[src/rtl/alu_pkg.sv]
// alu_pkg: op encoding and FSM states shared by the serial ALU files
package alu_pkg;
  typedef enum logic [1:0] {OP_NOR = 2'b00, OP_XOR = 2'b01, OP_ADD = 2'b10, OP_SUB = 2'b11} op_t;
  typedef enum logic [1:0] {IDLE, BUSY, DONE} state_t;
endpackage

[src/rtl/alu_bit_slice.sv]
// alu_bit_slice: one-bit NOR/XOR/ADD/SUB cell; SUB adds the inverted b with the carry preset to 1
module alu_bit_slice
  import alu_pkg::*;
(
  input  logic a,
  input  logic b,
  input  logic cin,
  input  op_t  op,
  output logic s,
  output logic cout
);
  logic bb;
  always_comb begin
    bb = (op == OP_SUB) ? ~b : b;
    s = (op == OP_NOR) ? ~(a | b) : (op == OP_XOR) ? (a ^ b) : (a ^ bb ^ cin);
    cout = (a & bb) | (a & cin) | (bb & cin);
  end
endmodule

[src/rtl/alu_serial.sv]
// alu_serial: bit-serial ALU, one result bit per clock LSB first, through a single shared bit slice
module alu_serial
  import alu_pkg::*;
#(
  parameter int WIDTH = 8
) (
  input  logic             clk,
  input  logic             rst,
  input  logic             start,
  input  logic [1:0]       op,
  input  logic [WIDTH-1:0] a,
  input  logic [WIDTH-1:0] b,
  output logic             ready,
  output logic             busy,
  output logic             done,
  output logic [WIDTH-1:0] result,
  output logic             cout,
  output logic             ovf,
  output logic             zero
);
  localparam int CW = $clog2(WIDTH);
  localparam logic [CW-1:0] LAST = CW'(WIDTH - 1);
  state_t state, next;
  op_t rop;
  logic [WIDTH-1:0] ra, rb, acc, fin;
  logic [CW-1:0] cnt;
  logic c, s, co, last, arith;
  assign last = cnt == LAST;
  assign arith = rop[1];
  assign fin = {s, acc[WIDTH-1:1]};
  // operands shift right so bit [cnt] of the captured value is always at position 0
  alu_bit_slice u_slice (.a(ra[0]), .b(rb[0]), .cin(c), .op(rop), .s(s), .cout(co));
  always_ff @(posedge clk or posedge rst)
    if (rst) state <= IDLE;
    else state <= next;
  always_comb
    next = (state == BUSY) ? (last ? DONE : BUSY) : (start ? BUSY : IDLE);
  always_comb begin
    ready = state != BUSY;
    busy = state == BUSY;
    done = state == DONE;
  end
  always_ff @(posedge clk or posedge rst)
    if (rst) begin
      ra <= '0;
      rb <= '0;
      acc <= '0;
      rop <= OP_NOR;
      cnt <= '0;
      c <= 1'b0;
      result <= '0;
      cout <= 1'b0;
      ovf <= 1'b0;
      zero <= 1'b0;
    end else if (start && ready) begin
      ra <= a;
      rb <= b;
      rop <= op_t'(op);
      cnt <= '0;
      c <= op_t'(op) == OP_SUB;
    end else if (busy) begin
      ra <= ra >> 1;
      rb <= rb >> 1;
      acc <= fin;
      c <= co;
      cnt <= last ? cnt : cnt + 1'b1;
      if (last) begin
        result <= fin;
        cout <= arith & co;
        ovf <= arith & (c ^ co);
        zero <= fin == '0;
      end
    end
endmodule

[config.mk]
export PLATFORM = sky130hd
export DESIGN_NAME = alu_serial
export DESIGN_NICKNAME = d
export VERILOG_FILES = /design/src/rtl/alu_pkg.sv /design/src/rtl/alu_bit_slice.sv /design/src/rtl/alu_serial.sv
export SDC_FILE = /design/constraint.sdc
export NUM_CORES = 1
export LEC_CHECK = 0
export BUFFER_PORTS_ARGS = -buffer_cell sky130_fd_sc_hd__buf_2
export CAP_MARGIN = 0
export CORE_MARGIN = 5
export CORE_UTILIZATION = 35
export CTS_CLUSTER_DIAMETER = 40
export DETAILED_ROUTE_END_ITERATION = 8
export HOLD_SLACK_MARGIN = 0.02
export PLACE_DENSITY_LB_ADDON = 0.25
export SYNTH_ARGS = -nofsm -noshare
export SYNTH_HDL_FRONTEND = slang
export SYNTH_SLANG_ARGS = --single-unit
[constraint.sdc]
create_clock -name clk -period 2.3 [get_ports clk]
set_input_delay 0 -clock clk [delete_from_list [all_inputs] [get_ports clk]]
set_output_delay 0 -clock clk [all_outputs]
set_load 0.1 [all_outputs]
## Word level (Yosys, flattened, before mapping)

Cells that the tools add are included.

- Add/sub/neg operators: 1
- Equal/unequal tests: 8
- Mux-type cells: 15
- Bitwise operators: 15
- Reduce and logical (&&, ||, !) cells: 7

Operators by type and width:

| operator | count |
|---|---|
| $mux W8 | 4 |
| $mux W3 | 3 |
| $logic_not A8 Y1 | 1 |
| $eq A2 B2 Y1 const B | 3 |
| $mux W1 | 6 |
| $and A1 B1 Y1 | 5 |
| $eq A2 B1 Y1 const B | 2 |
| $mux W2 | 2 |
| $ne A2 B1 Y1 const B | 2 |
| $reduce_and A2 Y1 | 2 |
| $xor A1 B1 Y1 | 4 |
| $add A3 B1 Y3 const B | 1 |
| $eq A3 B3 Y1 const B | 1 |
| $not A1 Y1 | 3 |
| $or A1 B1 Y1 | 3 |
| $reduce_and A3 Y1 | 1 |
| $logic_not A2 Y1 | 1 |
| $reduce_bool A2 Y1 | 1 |
| $logic_and A1 B1 Y1 | 1 |

- Register bits: 43
- Output and inout bits: 14
- Word-level logic and storage cells: 57

## Longest topological paths before layout

Gate-level depths: netlist of run 1.

- Depth after elaboration: 7
- Mapped depth: 6
- Gate-level depth less buffers: 6

## Hierarchy

A second synthesis of run 1 with hierarchy kept.

- Cells, all modules: 168
- Area total of the unflattened synthesis: 1,926.8 um^2

Modules (own cells, without submodules):

| module | instances | cells an instance | area an instance (um^2) |
|---|---|---|---|
| alu_serial | 1 | 158 | 1,846.8 |
| alu_bit_slice | 1 | 10 | 80.1 |

## Worst setup path before layout of run 1

No wires, ideal clock.

- Path kind: register -> output
- From: reg state[0]
- To: out done
- Arrival time: 1.751 ns
- Path slack: 0.549 ns
- Stages on the path, launching flop included: 2
- Path buffers: 0
- Cells stage by stage: dfrtp_1 > nor2b_1

- Longest elaborated chain between the ends: 1

RTL lines:

| item | line | text |
|---|---|---|
| start: declaration | alu_serial.sv:23 | `state_t state, next;` |
| start signal: assignment | alu_serial.sv:35 | `else state <= next;` |
| $eq A2 B2 Y1 | alu_serial.sv:41 | `done = state == DONE;` |
| end: declaration | alu_serial.sv:15 | `output logic done,` |

No other way between the ends.

## Final worst setup path of run 1

- From: reg state[1]
- To: out busy

- Longest elaborated chain between the ends: 1

RTL lines:

| item | line | text |
|---|---|---|
| $eq A2 B1 Y1 | alu_serial.sv:40 | `busy = state == BUSY;` |
| end: declaration | alu_serial.sv:14 | `output logic busy,` |

No other way between the ends.

==> flow_metrics.py, run 1 <==
metrics = {
    "route": {
        "vias": 1307,
        "drt-met1-wl_mm": 1.606,
        "drt_wl_total_mm": 3.422,
        "dr.pass1.iters": 4,
        "ant_nets": 0,
        "detail_route.wl_per_cell_um": 11.88,
        "route.met2.wl_mm": 1.575,
        "first_iter_violations": 53,
        "drt_drc_violations_left": 0,
        "top_layer": "met4",
        "dr_wl_met3_um": 201,
        "viasPerCell": 4.538,
    },
    "pwr": {
        "power_frac_comb_pct": 48.9,
        "power_frac_clock_pct": 14.1,
        "switching_share_pct": 47.66,
        "p_int_uw": 1758,
        "power.density_mw_per_mm2": 1433,
        "p_leak_uw": 0.001183,
        "sequentialPowerShare_pct": 37.0,
        "p_sw_uw": 1601,
        "peakVddDrop_uv": 680.9,
    },
    "worst_setup_path": {
        "cp.arrival_ns": 1.69,
        "crit_required_ns": 2.30,
        "cp-start-kind": "flip-flop",
        "crit_type": "flip-flop to primary output",
        "endpoint_kind": "primary output",
        "crit_fanout": 15,
    },
    "die": {
        "ios": 35,
        "rows": 26,
        "dieHeight_um": 82.59,
        "core_area_mm2": 0.005107,
        "dieArea_mm2": 0.006821,
        "chipWidth_um": 82.59,
        "start_util_pct": 36.11,
    },
    "placement": {
        "hpwl_mm": 2.359,
        "portBuffers": 34,
        "pre_cts_ws_ns": 0.6295,
        "place_congestion": 0.7238,
        "dpl_cell_area_mm2": 0.002092,
    },
    "clock_network": {
        "cts_tree": "done",
        "path_clk_slew_ns": 0.07,
        "cts_resized": 0,
        "insertion_delay_ns": 0.28,
        "cts_root_buffer": "clkbuf_8",
        "post_cts_buffers": 0,
        "cts.sinks": 42,
        "cts_buffer_depth": 2,
        "cts_buffers": 5,
        "htreeDepth": 2,
        "postCtsHoldBufs": 16,
    },
    "global_routing": {
        "grt_pass1_wl_mm": 5.865,
        "grt_pass1_vias": 1285,
        "overflow": 0,
        "antenna_found_initial": 0,
        "groute.usage.overall_pct": 11.32,
        "grt_max_degree": 43,
    },
    "flow_run": {
        "drv_cap": 0,
    },
    "timing": {
        "slew_headroom_pct": 62.36,
        "slew_violations": 0,
        "rsz0062_at_grt": "false",
        "setup_ws_ns": 0.6104,
        "clock_skew_ns": 0.005542,
        "setup_tns_ns": 0,
        "final_hold_viol_count": 0,
        "setup_violations": 0,
        "fin_crit_sh_pct": 73.46,
        "period_needed_ns": 1.690,
        "fmax_ghz": 0.5919,
        "whs_ns": 0.03271,
        "worstMarginPinSlew_ns": 0.5647,
    },
    "synth": {
        "synth-seq-area-share_pct": 56.99,
        "syn_inst": 165,
        "synth_cell_types": 21,
        "synthesis.nets": 190,
        "netlist_area_mm2": 0.001844,
        "ys_ff_latch": 42,
        "avgSynthCellArea_um2": 11.18,
        "ys.warnings.count": 0,
    },
    "finish": {
        "final_area_mm2": 0.002344,
        "area_growth_pct": 27.07,
        "num-fill-cells": 500,
        "layout_commonest_cell": "dfrtp_1",
        "final_cell_mix": "42 x dfrtp_1, 41 x nand2_1, 33 x buf_2",
        "nets": 242,
        "layout-drive-gt1-share_pct": 25.69,
        "multiInputGateArea_um2": 723.2,
        "regArea_mm2": 0.001051,
        "fin_util_pct": 45.88,
        "antenna_cells": 0,
    },
    "run_status": {
        "outcome": "complete, no violations",
    },
    "hold_path": {
        "hold_path.class": "input pin to flip-flop",
    },
}
==> cell families after synthesis <==
family	synth area share, %
simple gates	11.94
buf+inv	3.799
mux	15.94
compound gates	7.260
xor+xnor	0.9500
fa+ha+maj	3.121
flops	56.99
==> synthesized netlist by cell type <==
library cell / n / share of area (%)
dfrtp_1: 42 / 57
nand2_1: 41 / 8.3
o21ai_0: 20 / 5.4
mux2i_1: 17 / 9.2
mux2_2: 11 / 6.7
inv_1: 6 / 1.2
buf_2: 5 / 1.4
nor2_1: 4 / 0.81
buf_4: 3 / 1.2
ha_1: 3 / 2.0
a22o_1: 2 / 0.95
nor2b_1: 2 / 0.68
a31oi_1: 1 / 0.34
a32o_1: 1 / 0.54
fa_1: 1 / 1.1
nand2b_1: 1 / 0.34
nand3b_4: 1 / 1.1
nor3_1: 1 / 0.27
or4_1: 1 / 0.41
xnor2_1: 1 / 0.47
xor2_1: 1 / 0.47
==> layer usage <==
| layer | up-vias | GRT usage [%] |
|---|---|---|
| met5 | - | 0 |
| met2 | 28 | 18.03 |
| met4 | 0 | 3.922 |
| li1 | 654 | - |
| met3 | 5 | 3.471 |
| met1 | 620 | 14.59 |
==> through the flow <==
step	total power, uW	instances
2_1_floorplan	2578	165
5_1_grt	3615	288
6_report	3359	288
3_5_place_dp	2907	264
3_3_place_gp	2879	264
4_1_cts	3411	288
==> path summary, 6_finish.rpt <==
| path | slack, ns | endpoint | start | depth (start not counted) |
|---|---|---|---|---|
| min reg2reg | 0.48 | rb[0]$_DFFE_PP0P_ | rb[1]$_DFFE_PP0P_ | 2 |
| max reg2reg | 0.63 | cnt[0]$_DFFE_PP0P_ | cnt[0]$_DFFE_PP0P_ | 5 |
| min | 0.03 | rb[0]$_DFFE_PP0P_ | b[0] | 3 |
| min in group asynchronous | 0.37 | result[4]$_DFFE_PP0P_ | rst | 4 |
| max in group asynchronous | 1.56 | result[7]$_DFFE_PP0P_ | rst | 4 |
| max | 0.61 | busy | state[1]$_DFF_PP0_ | 4 |
==> power by group through the flow <==
stage                     registers [uW]  logic (uW)  clock network [uW]
after CTS                           1240        1670                 498
final                               1240        1640                 475
after global routing                1280        1800                 532
after detailed placement            1260        1650                   0
after floorplan                     1800         777                   0
after global placement              1260        1620                   0
==> sequential cells by signal, indices dropped and copies added (netlist names) <==
signal and cells:
cout 1, cnt 3, result 8, zero 1
acc 7, rop 2, ovf 1, c 1
rb 8, ra 8, state 2
==> layout make-up <==
class	instances	area share (%)
multi-input cells	109	30.86
clock inverters	1	0.2136
clock buffers	7	3.684
well taps	70	3.737
repair buffers	53	15.70
inverters	6	0.9610
flip-flops and latches	42	44.85
==> critical path, stage by stage (launching register included) <==
cell,delay [ns]
dfrtp_1,0.40
nand2b_1,0.37
inv_1,0.20
buf_4,0.24
buf_12,0.20
Note: power is estimated with default switching activity, not from simulation.
==> run 2: changes to the inputs <==
==> constraint.sdc (replaced) <==
create_clock -name clk -period 1.74 [get_ports clk]
set_input_delay 0 -clock clk [delete_from_list [all_inputs] [get_ports clk]]
set_output_delay 0 -clock clk [all_outputs]
set_load 0.1 [all_outputs]
==> flow_metrics.py, run 2 (synthesis gave the netlist of run 1 again) <==
metrics = {
    "hold_path": {
        "hp-start": "b[4]",
        "min_path_cells": 3,
        "hold_path.class": "input pin to flip-flop",
    },
    "pwr": {
        "p_leak_uw": 0.001193,
        "power.density_mw_per_mm2": 1940,
        "power_uw": 4608,
        "peakVddDrop_uv": 740.6,
    },
    "timing": {
        "period_needed_ns": 1.580,
        "fin_crit_sh_pct": 90.82,
        "worstMarginPinSlew_ns": 0.5365,
        "rsz0062_at_grt": "false",
        "final_hold_viol_count": 0,
        "setup_violations": 0,
        "fmax_ghz": 0.6328,
        "setup_tns_ns": 0,
        "slew_headroom_pct": 64.23,
        "slew_violations": 0,
        "whs_ns": 0.02830,
        "clock_skew_ns": 0.008505,
        "setup_ws_ns": 0.1597,
    },
    "placement": {
        "portBuffers": 34,
        "pre_cts_ws_ns": 0.1513,
        "place_congestion": 0.6835,
        "hpwl_mm": 2.483,
    },
    "worst_setup_path": {
        "cp.arrival_ns": 1.82,
        "crit_family": "adder cells",
        "slowest_delay_ns": 0.43,
        "crit_type": "flip-flop to flip-flop",
        "path_cells": "nand2_1 > xnor2_1 > fa_1 > mux2i_1 > a32o_1",
        "r2r_start": "rop[1]$_DFFE_PP0P_",
        "crit_end": "zero$_DFFE_PP0P_",
        "rrSetupSlack_ns": 0.16,
        "crit_fanout": 5,
        "cp-start-kind": "flip-flop",
        "reg2reg_depth": 5,
        "cp_slowest_cell": "fa_1",
        "critPathBufInv": 0,
        "crit_start": "rop[1]$_DFFE_PP0P_",
        "endpoint_kind": "flip-flop",
        "crit_required_ns": 1.98,
        "crit_cells": 5,
        "rr_endpoint": "zero$_DFFE_PP0P_",
    },
    "clock_network": {
        "cts_buffer_depth": 2,
        "insertion_delay_ns": 0.29,
        "postCtsHoldBufs": 14,
        "cts_resized": 0,
        "cts_buffers": 5,
        "cts_root_buffer": "clkbuf_8",
        "path_clk_slew_ns": 0.09,
        "cts.sinks": 42,
        "htreeDepth": 2,
        "cts_tree": "done",
        "post_cts_buffers": 0,
    },
    "run_status": {
        "outcome": "complete, no violations",
    },
    "finish": {
        "largest_registers": "ra: 8 flops, rb: 8 flops, result: 8 flops",
        "antenna_cells": 0,
        "num-fill-cells": 508,
        "fin_util_pct": 46.50,
        "layout_commonest_cell": "dfrtp_1",
        "layout-drive-gt1-share_pct": 27.73,
        "final_cell_mix": "42 x dfrtp_1, 41 x nand2_1, 33 x buf_2",
        "area_growth_pct": 28.77,
        "nets": 244,
    },
    "route": {
        "drt_drc_violations_left": 0,
        "viasPerCell": 4.541,
        "vias": 1317,
        "dr.pass1.iters": 4,
        "drt_wl_total_mm": 3.580,
        "first_iter_violations": 56,
        "ant_nets": 0,
        "detail_route.wl_per_cell_um": 12.34,
    },
    "flow_run": {
        "drv_cap": 0,
    },
    "global_routing": {
        "grt_pass1_vias": 1360,
        "antenna_found_initial": 0,
        "grt_max_degree": 43,
        "overflow": 0,
        "grt_pass1_wl_mm": 6.272,
        "groute.usage.overall_pct": 12.09,
    },
    "die": {
        "rows": 26,
        "dieArea_mm2": 0.006821,
        "dieHeight_um": 82.59,
        "start_util_pct": 36.11,
        "chipWidth_um": 82.59,
        "ios": 35,
        "core_area_mm2": 0.005107,
    },
}
[run 2: cell types whose count changed in the layout (fill, tap and decap cells not counted), sizes merged]
| cell | delta |
|---|---|
| inv | -1 |
| bufinv | +1 |
| clkbuf | -1 |
| buf | +4 |
| clkinvlp | +1 |
| dlygate4sd3 | -2 |
[run 2: metrics by stage]
stage | instance area [um^2] | instances
after floorplan | 1847 | 165
after global placement | 2125 | 268
after detailed placement | 2125 | 268
after CTS | 2375 | 290
after global routing | 2375 | 290
final | 2375 | 290
[run 2: per-layer routing]
metal	routed length, um	vias to the layer above	global-route usage [%]
li1	-	661	-
met1	1596	633	14.81
met2	1814	21	20.59
met3	150	2	3.579
met4	19	0	3.431
met5	0	-	0
[run 2: cell type report]
cell class	count	area, um^2	area share [%]
clock inverter	2	37.54	1.581
tap	70	87.58	3.688
multi-input combinational	109	725.7	30.56
clock buffer	6	72.57	3.056
timing repair buffer	55	377.9	15.91
inverter	6	22.52	0.9484
sequential	42	1051	44.26
[run 2: tightest hold or removal path: stages]
cell     delay, ns
buf_2         0.08
mux2i_1       0.06
o21ai_0       0.14
[run 2: report_power, final]
group / internal (uW) / leakage, uW / switching (uW)
clock network: 428 / 0.0000514 / 336
registers: 1380 / 0.000539 / 263
logic: 649 / 0.000603 / 1550
total: 2450 / 0.00119 / 2150
[run 2: worst min-delay path by stage]
stage	to	slack (ns)
2_1_floorplan	rop[0]$_DFFE_PP0P_	0.15
3_3_place_gp	ra[6]$_DFFE_PP0P_	0.16
3_5_place_dp	result[3]$_DFFE_PP0P_	0.16
4_1_cts	ra[0]$_DFFE_PP0P_	0.03
5_1_grt	ra[0]$_DFFE_PP0P_	0.05
6_report	rb[4]$_DFFE_PP0P_	0.03
==> run 3: changes to the inputs <==
--- a/config.mk
+++ b/config.mk
@@ -5,12 +5,12 @@
 export SDC_FILE = /design/constraint.sdc
 export NUM_CORES = 1
 export LEC_CHECK = 0
-export BUFFER_PORTS_ARGS = -buffer_cell sky130_fd_sc_hd__buf_2
 export CAP_MARGIN = 0
 export CORE_MARGIN = 5
 export CORE_UTILIZATION = 35
 export CTS_CLUSTER_DIAMETER = 40
 export DETAILED_ROUTE_END_ITERATION = 8
+export DONT_BUFFER_PORTS = 1
 export HOLD_SLACK_MARGIN = 0.02
 export PLACE_DENSITY_LB_ADDON = 0.25
 export SYNTH_ARGS = -nofsm -noshare
==> constraint.sdc (replaced) <==
create_clock -name clk -period 1.8 [get_ports clk]
set_input_delay 0 -clock clk [delete_from_list [all_inputs] [get_ports clk]]
set_output_delay 0 -clock clk [all_outputs]
set_load 0.1 [all_outputs]
==> flow_metrics.py, run 3 (synthesis gave the netlist of run 1 again) <==
metrics = {
    "run_status": {
        "outcome": "complete, no violations",
    },
    "finish": {
        "area_growth_pct": 31.41,
        "final_cell_mix": "42 x dfrtp_1, 41 x nand2_1, 31 x dlygate4sd3_1",
        "multiInputGateArea_um2": 725.7,
        "antenna_cells": 0,
        "fin_util_pct": 47.45,
        "layout-drive-gt1-share_pct": 18.22,
        "largest_registers": "ra: 8 flops, rb: 8 flops, result: 8 flops",
        "nets": 238,
        "layout_commonest_cell": "dfrtp_1",
        "num-fill-cells": 490,
        "regArea_mm2": 0.001051,
    },
    "route": {
        "detail_route.wl_per_cell_um": 13.20,
        "vias": 1311,
        "dr.pass1.iters": 3,
        "viasPerCell": 4.616,
        "ant_nets": 0,
        "drt_wl_total_mm": 3.749,
        "first_iter_violations": 75,
        "drt_drc_violations_left": 0,
    },
    "worst_setup_path": {
        "r2r_start": "cnt[0]$_DFFE_PP0P_",
        "cp.arrival_ns": 1.79,
        "cp_common_cell": "ha_1",
        "rrSetupSlack_ns": 0.19,
        "slowest_delay_ns": 0.39,
        "crit_family": "adder cells",
        "crit_type": "flip-flop to flip-flop",
        "rr_endpoint": "cnt[0]$_DFFE_PP0P_",
        "crit_fanout": 11,
        "path_cells": "ha_1 > ha_1 > nand3b_4 > o21ai_0 > mux2_2",
        "endpoint_kind": "flip-flop",
        "cp-start-kind": "flip-flop",
        "crit_required_ns": 1.98,
        "reg2reg_depth": 5,
        "critPathBufInv": 0,
        "cp_slowest_cell": "dfrtp_1",
    },
    "pwr": {
        "power.density_mw_per_mm2": 1832,
        "p_leak_uw": 0.001159,
        "peakVddDrop_uv": 799.7,
    },
    "timing": {
        "setup_violations": 0,
        "final_hold_viol_count": 0,
        "worstMarginPinSlew_ns": 0.5230,
        "clock_skew_ns": 0.008510,
        "slew_headroom_pct": 65.13,
        "slew_violations": 0,
        "rsz0062_at_grt": "false",
        "fmax_ghz": 0.6229,
        "setup_tns_ns": 0,
        "period_needed_ns": 1.605,
        "fin_crit_sh_pct": 89.19,
    },
    "clock_network": {
        "cts_buffers": 5,
        "cts_tree": "done",
        "cts.sinks": 42,
        "cts_root_buffer": "clkbuf_8",
        "cts_buffer_depth": 2,
        "path_clk_slew_ns": 0.08,
        "insertion_delay_ns": 0.29,
        "htreeDepth": 2,
        "cts_resized": 0,
    },
    "global_routing": {
        "grt_pass1_wl_mm": 6.368,
        "antenna_found_initial": 0,
        "grt_max_degree": 43,
        "overflow": 0,
        "grt_pass1_vias": 1354,
        "groute.usage.overall_pct": 12.45,
    },
    "die": {
        "dieHeight_um": 82.59,
        "start_util_pct": 36.11,
        "core_area_mm2": 0.005107,
        "ios": 35,
        "dieArea_mm2": 0.006821,
        "chipWidth_um": 82.59,
        "rows": 26,
    },
    "placement": {
        "portBuffers": 0,
        "hpwl_mm": 2.544,
        "place_congestion": 0.7489,
    },
    "hold_path": {
        "hold_path.class": "input pin to async pin",
    },
    "flow_run": {
        "drv_cap": 0,
    },
}
==> run 3: cell count changes in the layout (fill, tap and decap cells not counted) <==
cell and change:
clkbuf_8 +1, buf_4 +11, bufinv_16 -1, clkinvlp_4 -1, dlygate4sd3_1 +17, buf_2 -33, buf_12 -1, clkinv_1 -1
clkinv_2 +1, inv_2 +1
==> run 3: how the worst max path moves through the flow <==
stage                  startpoint                    end  slack, ns  depth (start not counted)
6_report       cnt[0]$_DFFE_PP0P_     cnt[0]$_DFFE_PP0P_       0.19                          5
5_1_grt        rop[1]$_DFFE_PP0P_       zero$_DFFE_PP0P_       0.06                          5
4_1_cts        rop[1]$_DFFE_PP0P_       zero$_DFFE_PP0P_       0.18                          5
3_5_place_dp   cnt[0]$_DFFE_PP0P_     cnt[0]$_DFFE_PP0P_       0.20                          5
3_3_place_gp   cnt[0]$_DFFE_PP0P_  result[2]$_DFFE_PP0P_       0.26                          5
2_1_floorplan  state[0]$_DFF_PP0_                   done       0.05                          1
==> run 3: through the flow <==
step | power, uW | hold slack, ns | instance area (um^2) | setup WS [ns] | instances
detailed placement | 3752 | 0.05729 | 2022 | 0.2041 | 245
CTS | 4483 | 0.3014 | 2424 | 0.1800 | 284
global route | 4725 | 0.3544 | 2424 | 0.05760 | 284
floorplan | 3294 | 0.1505 | 1844 | 0.04878 | 165
finish | 4441 | 0.2755 | 2424 | 0.1945 | 284
global placement | 3679 | 0.04937 | 2022 | 0.2606 | 245
==> run 3: tightest hold or removal path, stage by stage <==
cell and delay, ns:
dlygate4sd3_1 0.54, inv_1 0.05, buf_4 0.43
==> run 3: timing repair <==
item | CTS | global route
setup buffers | 0 | 0
hold endpoints to repair | 62 | 0
hold buffers | 31 | 0
==> run 3: report_power, final <==
| part | internal (uW) | leakage [uW] | switching [uW] |
|---|---|---|---|
| Clock | 309 | 0.0000482 | 308 |
| Sequential | 1330 | 0.000539 | 273 |
| Combinational | 712 | 0.000573 | 1510 |
| Total | 2350 | 0.00116 | 2090 |
==> run 3: layout make-up <==
class,instances,share of cell area (%)
inverters,6,0.9293
clock inverters,1,0.2065
clock buffers,7,3.562
flip-flops and latches,42,43.37
repair buffers,49,18.38
well taps,70,3.614
multi-input cells,109,29.94
==> run 3: layer usage <==
layer,GRT usage (%),part of all wire [%]
met1,13.79,41
met2,22.36,51
met3,4.555,6.8
met4,3.431,0.77
met5,0,0
